==> src/rtl/velocity_cell_rmw_ctrl.sv <==
// Read-modify-write sequencer for one per-cell velocity RAM: streams words 1..count out, writes updates back.
// Optional feature macro VEL_RMW_CHECKSUM_EN adds wb_checksum (XOR of all words written in the pass).
module velocity_cell_rmw_ctrl #(
  parameter int DATA_WIDTH   = 96,
  parameter int ADDR_WIDTH   = 8,
  parameter int PARTICLE_NUM = 220,
  parameter int RD_LATENCY   = 1
) (
  input  logic                  clk,
  input  logic                  rst_n,
  input  logic                  start,
  output logic                  busy,
  output logic                  done,
  output logic                  count_err,
  output logic [ADDR_WIDTH-1:0] mem_address,
  output logic [DATA_WIDTH-1:0] mem_data,
  output logic                  mem_rden,
  output logic                  mem_wren,
  input  logic [DATA_WIDTH-1:0] mem_q,
  output logic [DATA_WIDTH-1:0] out_velocity,
  output logic [ADDR_WIDTH-1:0] out_id,
  output logic                  out_valid,
  input  logic                  out_ready,
  input  logic [DATA_WIDTH-1:0] in_velocity,
  input  logic                  in_valid,
`ifdef VEL_RMW_CHECKSUM_EN
  output logic                  in_ready,
  output logic [DATA_WIDTH-1:0] wb_checksum
`else
  output logic                  in_ready
`endif
);

  // Handshakes (out_* and in_*): a beat transfers on the clock edge where valid && ready are both high;
  // the valid side keeps its payload stable and valid asserted until that edge.

  localparam int FIFO_DEPTH = 2 + RD_LATENCY;
  localparam int FIFO_AW    = $clog2(FIFO_DEPTH);
  localparam int OCC_W      = $clog2(FIFO_DEPTH + 1);
  localparam logic [ADDR_WIDTH-1:0] MAX_COUNT = ADDR_WIDTH'(PARTICLE_NUM - 1);

  localparam logic [2:0] ST_IDLE     = 3'd0;
  localparam logic [2:0] ST_RD_CNT   = 3'd1;
  localparam logic [2:0] ST_WAIT_CNT = 3'd2;
  localparam logic [2:0] ST_STREAM   = 3'd3;
  localparam logic [2:0] ST_DONE     = 3'd4;

  logic [2:0]            state;
  logic [1:0]            wait_cnt;
  logic [ADDR_WIDTH-1:0] count;
  logic [ADDR_WIDTH-1:0] rd_ptr;
  logic [ADDR_WIDTH-1:0] wr_ptr;
  logic [ADDR_WIDTH-1:0] pop_cnt;

  logic [RD_LATENCY-1:0] rd_pipe_vld;
  logic [ADDR_WIDTH-1:0] rd_pipe_id [RD_LATENCY];
  logic [OCC_W-1:0]      inflight;

  logic [DATA_WIDTH-1:0] fifo_data [FIFO_DEPTH];
  logic [ADDR_WIDTH-1:0] fifo_id   [FIFO_DEPTH];
  logic [FIFO_AW-1:0]    fifo_wr_idx;
  logic [FIFO_AW-1:0]    fifo_rd_idx;
  logic [OCC_W-1:0]      occ;

  logic                  wr_accept;
  logic                  rd_issue;
  logic                  push;
  logic                  pop;
  logic                  count_last;
  logic [ADDR_WIDTH-1:0] q_count;
  logic                  q_over;
  logic [ADDR_WIDTH-1:0] q_clamped;

  assign q_count    = mem_q[ADDR_WIDTH-1:0];
  assign q_over     = q_count > MAX_COUNT;
  assign q_clamped  = q_over ? MAX_COUNT : q_count;
  assign count_last = (wait_cnt == 2'(RD_LATENCY - 1));

  assign busy      = (state != ST_IDLE);
  assign done      = (state == ST_DONE);
  assign out_valid = (occ != '0);
  assign pop       = out_valid && out_ready;
  assign push      = rd_pipe_vld[RD_LATENCY-1];

  // A write to id k needs k already popped, so it can never overtake its own read.
  assign in_ready  = (state == ST_STREAM) && (wr_ptr <= count) && (wr_ptr <= pop_cnt);
  assign wr_accept = in_valid && in_ready;
  // Reads only go out when the skid FIFO has a reserved slot for the returning word.
  assign rd_issue  = (state == ST_STREAM) && !wr_accept && (rd_ptr <= count) &&
                     ((occ + inflight) < OCC_W'(FIFO_DEPTH));

  assign out_velocity = out_valid ? fifo_data[fifo_rd_idx] : '0;
  assign out_id       = out_valid ? fifo_id[fifo_rd_idx]   : '0;

  always_comb begin
    mem_rden    = 1'b0;
    mem_wren    = 1'b0;
    mem_address = '0;
    mem_data    = '0;
    if (state == ST_RD_CNT) begin
      mem_rden = 1'b1;
    end else if (wr_accept) begin
      mem_wren    = 1'b1;
      mem_address = wr_ptr;
      mem_data    = in_velocity;
    end else if (rd_issue) begin
      mem_rden    = 1'b1;
      mem_address = rd_ptr;
    end
  end

  always_ff @(posedge clk or negedge rst_n) begin
    if (!rst_n) begin
      state     <= ST_IDLE;
      wait_cnt  <= '0;
      count     <= '0;
      count_err <= 1'b0;
      rd_ptr    <= '0;
      wr_ptr    <= '0;
      pop_cnt   <= '0;
    end else begin
      case (state)
        ST_IDLE: begin
          if (start) begin
            state     <= ST_RD_CNT;
            count_err <= 1'b0;
            wait_cnt  <= '0;
            rd_ptr    <= ADDR_WIDTH'(1);
            wr_ptr    <= ADDR_WIDTH'(1);
            pop_cnt   <= '0;
          end
        end
        ST_RD_CNT: state <= ST_WAIT_CNT;
        ST_WAIT_CNT: begin
          if (count_last) begin
            count     <= q_clamped;
            count_err <= q_over;
            state     <= (q_clamped == '0) ? ST_DONE : ST_STREAM;
          end else begin
            wait_cnt <= wait_cnt + 2'd1;
          end
        end
        ST_STREAM: begin
          if (wr_accept && (wr_ptr == count)) state <= ST_DONE;
        end
        ST_DONE: state <= ST_IDLE;
        default: state <= ST_IDLE;
      endcase
      if (rd_issue)  rd_ptr  <= rd_ptr + 1'b1;
      if (wr_accept) wr_ptr  <= wr_ptr + 1'b1;
      if (pop)       pop_cnt <= pop_cnt + 1'b1;
    end
  end

  // Read-return tracking: one tag per pipeline stage so the returning q is paired with its id.
  always_ff @(posedge clk or negedge rst_n) begin
    if (!rst_n) begin
      rd_pipe_vld <= '0;
      for (int i = 0; i < RD_LATENCY; i++) rd_pipe_id[i] <= '0;
      inflight    <= '0;
      occ         <= '0;
      fifo_wr_idx <= '0;
      fifo_rd_idx <= '0;
    end else begin
      for (int i = RD_LATENCY - 1; i > 0; i--) begin
        rd_pipe_vld[i] <= rd_pipe_vld[i-1];
        rd_pipe_id[i]  <= rd_pipe_id[i-1];
      end
      rd_pipe_vld[0] <= rd_issue;
      rd_pipe_id[0]  <= rd_ptr;
      inflight <= inflight + OCC_W'(rd_issue) - OCC_W'(push);
      occ      <= occ + OCC_W'(push) - OCC_W'(pop);
      if (push)
        fifo_wr_idx <= (fifo_wr_idx == FIFO_AW'(FIFO_DEPTH - 1)) ? '0 : fifo_wr_idx + 1'b1;
      if (pop)
        fifo_rd_idx <= (fifo_rd_idx == FIFO_AW'(FIFO_DEPTH - 1)) ? '0 : fifo_rd_idx + 1'b1;
    end
  end

  always_ff @(posedge clk) begin
    if (push) begin
      fifo_data[fifo_wr_idx] <= mem_q;
      fifo_id[fifo_wr_idx]   <= rd_pipe_id[RD_LATENCY-1];
    end
  end

`ifdef VEL_RMW_CHECKSUM_EN
  always_ff @(posedge clk or negedge rst_n) begin
    if (!rst_n) begin
      wb_checksum <= '0;
    end else if ((state == ST_IDLE) && start) begin
      wb_checksum <= '0;
    end else if (wr_accept) begin
      wb_checksum <= wb_checksum ^ in_velocity;
    end
  end
`endif

endmodule
==> config.mk <==
export PLATFORM = sky130hd
export DESIGN_NAME = velocity_cell_rmw_ctrl
export DESIGN_NICKNAME = d
export VERILOG_FILES = /design/src/rtl/velocity_cell_rmw_ctrl.sv
export SDC_FILE = /design/constraint.sdc
export NUM_CORES = 1
export LEC_CHECK = 0
export BUFFER_PORTS_ARGS = -buffer_cell sky130_fd_sc_hd__buf_4
export CAP_MARGIN = 20
export CORE_MARGIN = 3
export CORE_UTILIZATION = 48
export CTS_BUF_LIST = sky130_fd_sc_hd__clkbuf_16
export CTS_CLUSTER_SIZE = 12
export DETAILED_ROUTE_END_ITERATION = 8
export GPL_TIMING_DRIVEN = 0
export PLACE_DENSITY = 0.84
export SLEW_MARGIN = 10
export SYNTH_ARGS = -nofsm -noshare
export SYNTH_HDL_FRONTEND = slang
export SYNTH_SLANG_ARGS = --single-unit
==> constraint.sdc <==
create_clock -name clk -period 8.4 [get_ports clk]
set_input_delay 0.42 -clock clk [delete_from_list [all_inputs] [get_ports clk]]
set_output_delay 0.42 -clock clk [all_outputs]
set_load 0.005 [all_outputs]
==> results.ini <==
[layout]
nNetsFinal=1929
utilization_pct=65.22
syn2layout_area_growth_pct=32.22
drive_above_1_share_pct=29.73

[floorplanning]
die_h_um=187.5
die_w_um=187.5
fp.coreArea_um2=32040
ioPinCount=412
start_util_pct=49.33
dieArea_um2=35140
rows=65

[cts]
clock-sinks=367
root_buffer=clkbuf_16
cts_resized=0
cts.clk_slew.worst_paths_ps=70
clockBufferDepth=3
cts_setup_buffers=0
clock_latency_ps=530
h-tree-depth=2
cts_buffers=38
cts_tree=yes
hold_buffers=1

[route]
wl_mm=47.95
vias=11670
viasPerCell=5.401
wl_met3_mm=3.970
first_iter_violations=744
drc_errors=0
drt_first_pass_iters=5
wl_per_cell_um=22.20
route.antenna.remaining_nets=0
route.met2.wl_mm=24.96
m1WireLength_mm=16.01
topRoutingLayerUsed=met4

[timing]
final-setup-viol-count=0
hold_viol=0
fmax_mhz=264.5
fin_crit_sh_pct=45.01
tightest_slew_ps=829.2
final.setup_skew_ps=21.71
slew_headroom_pct=44.72
grt_setup_unrepaired=false
fin_crit_ps=3781
slew_viol_final=0
hold_ws_ps=78.82

[global_route]
grt_overflow_total=0
first_global_vias=12020
grt_use_total_pct=26.42
grt_max_degree=56
antenna_found_initial=6
grt_pass1_wl_mm=70.43

[synth]
syn_nets=1454
yosys-top-cells-area=edfxtp_1, dfrtp_1, mux2i_1
seq_area_frac_synth_pct=67.98
async_reset_ff_share_pct=14.99
synth_top_area_share_pct=59.27
syn_inst=1224
ys_types=48
yosys.area.top_type=edfxtp_1
synth_edf_count=312
yosys_warnings=0
avgSynthCellArea_um2=12.91
ys_seq_elements=367
synth_top_flop_cell=edfxtp_1
syn_area_um2=15810

[power_and_ir_drop]
vdd_ir_drop_max_v=0.0002611
power_density_nw_per_um2=361.9
combPwrFrac_pct=46.2
p_int_mw=4.800
p_sw_mw=2.764
power.share.clock_pct=19.9
p_leak_nw=8.827
seq_power_share_pct=33.9
power_switching_share_pct=36.54

[placement]
port_buffers=411
routabilityCongestion=0.9377
hpwl_mm=35.61

[job]
drv_cap=0

[critical_path]
critPathArrivalTime_ps=3360
cp_max_fo=10
crit_path_start_kind=register
cp.required_ps=7980
criticalPathCategory=reg -> out
regToRegSetupSlack_ps=5430
crit_path_end_kind=primary output

[hold_path]
hp-class=in -> reg

[run_status]
status=complete, no violations

state kept, by name (all words and copies together), names as in the netlist:
signal       flops
wr_ptr           8
inflight         2
state            3
fifo_wr_idx      2
fifo_data      288
rd_pipe_id       8
push             1
rd_ptr           8
count_err        1
wait_cnt         2
pop_cnt          8
fifo_rd_idx      2
fifo_id         24
count            8
occ              2
worst max-delay path, stage by stage, from the launching register on:
cell	delay [ps]
dfrtp_1	500
ha_1	370
nand4_2	140
nor3_4	290
nor2_1	90
a211o_1	420
nor2_8	190
clkbuf_1	320
and2_1	350
buf_4	170
cell usage after synthesis (all sizes together), types with 2 or more instances:
library cell	number
a221o	2
a22o	7
o21ai	29
dfrtp	55
nor2	228
mux2i	107
o211ai	2
a21oi	121
nor3b	2
xnor2	8
nand4	8
nor4	4
o31ai	4
clkbuf	41
a21o	6
buf	22
nand3	21
mux2	4
and2	97
a22oi	3
edfxtp	312
or3	3
a211o	4
and3	7
nor3	8
inv	30
ha	33
nand2	37
nor2b	6
a31oi	4
layout by cell type, fill, tap and decap left out, types with 4 or more instances in the layout:
cell / n
a211o_1: 4
a21o_1: 6
a21oi_1: 121
a22o_1: 7
a31oi_1: 4
and2_1: 97
and3_1: 7
buf_1: 6
buf_12: 4
buf_2: 13
buf_4: 418
buf_6: 7
buf_8: 6
clkbuf_1: 41
clkbuf_16: 38
clkinv_1: 5
dfrtp_1: 55
diode_2: 6
edfxtp_1: 312
ha_1: 33
inv_1: 40
mux2_2: 4
mux2i_1: 107
nand2_1: 37
nand3_1: 21
nand4_1: 6
nor2_1: 226
nor2b_1: 6
nor3_1: 6
nor4_1: 4
o21ai_0: 25
o31ai_1: 4
xnor2_1: 8
layer usage:
| layer | up-vias | global-route usage [%] |
|---|---|---|
| met4 | 0 | 14.72 |
| met5 | - | 0 |
| met1 | 5656 | 27.63 |
| met3 | 111 | 6.728 |
| met2 | 550 | 48.31 |
| li1 | 5350 | - |
final cells by class:
| type | count | area (µm²) |
|---|---|---|
| inverters | 31 | 116.4 |
| multi-input cells | 763 | 4697 |
| fillers | 2367 | 11140 |
| diodes | 6 | 15.01 |
| clock inverters | 22 | 137.6 |
| repair buffers | 435 | 3422 |
| flip-flops and latches | 367 | 10750 |
| well taps | 435 | 544.3 |
| plain buffers | 63 | 271.5 |
| clock buffers | 38 | 950.9 |
power groups by stage:
| stage | registers, mW | clock network, mW | logic, mW |
|---|---|---|---|
| floorplan | 2.59 | 0 | 1.80 |
| global placement | 2.67 | 0 | 3.30 |
| detailed placement | 2.59 | 0 | 3.49 |
| CTS | 2.56 | 1.52 | 3.51 |
| global route | 2.60 | 1.60 | 3.80 |
| finish | 2.57 | 1.51 | 3.49 |
worst paths after layout:
kind	end	start	cells after the start
setup / recovery	mem_data[9]	wr_ptr[5]	9
hold / removal	fifo_data[0][34]	mem_q[34]	1
setup reg to reg	inflight[1]	wr_ptr[5]	10
hold reg to reg	rd_pipe_id[6]	rd_ptr[6]	0
max in group asynchronous	count[3]	rst_n	2
min in group asynchronous	rd_ptr[3]	rst_n	2
stage by stage:
stage	area (µm²)	setup TNS (ps)	worst slack (ps)	total power, mW	instances
after CTS	20890	0	4661	7.599	2154
final	20900	0	4619	7.564	2160
after detailed placement	19790	0	5212	6.080	2093
after global placement	19440	-470420	-4501	5.973	2070
after floorplan	15810	0	150.0	4.388	1224
after global routing	20900	0	4502	7.990	2160
cell families after synthesis:
| group | after synthesis | synth area share, % |
|---|---|---|
| AOI/OAI and AO/OA | 189 | 6.895 |
| muxes | 111 | 7.061 |
| buffers and inverters | 94 | 2.454 |
| xor gates and xnor gates | 8 | 0.4433 |
| DFF | 367 | 67.98 |
| and+or+nand+nor | 422 | 12.55 |
| adders and majority gates | 33 | 2.612 |
No activity file was read; power rests on OpenSTA's default activity.
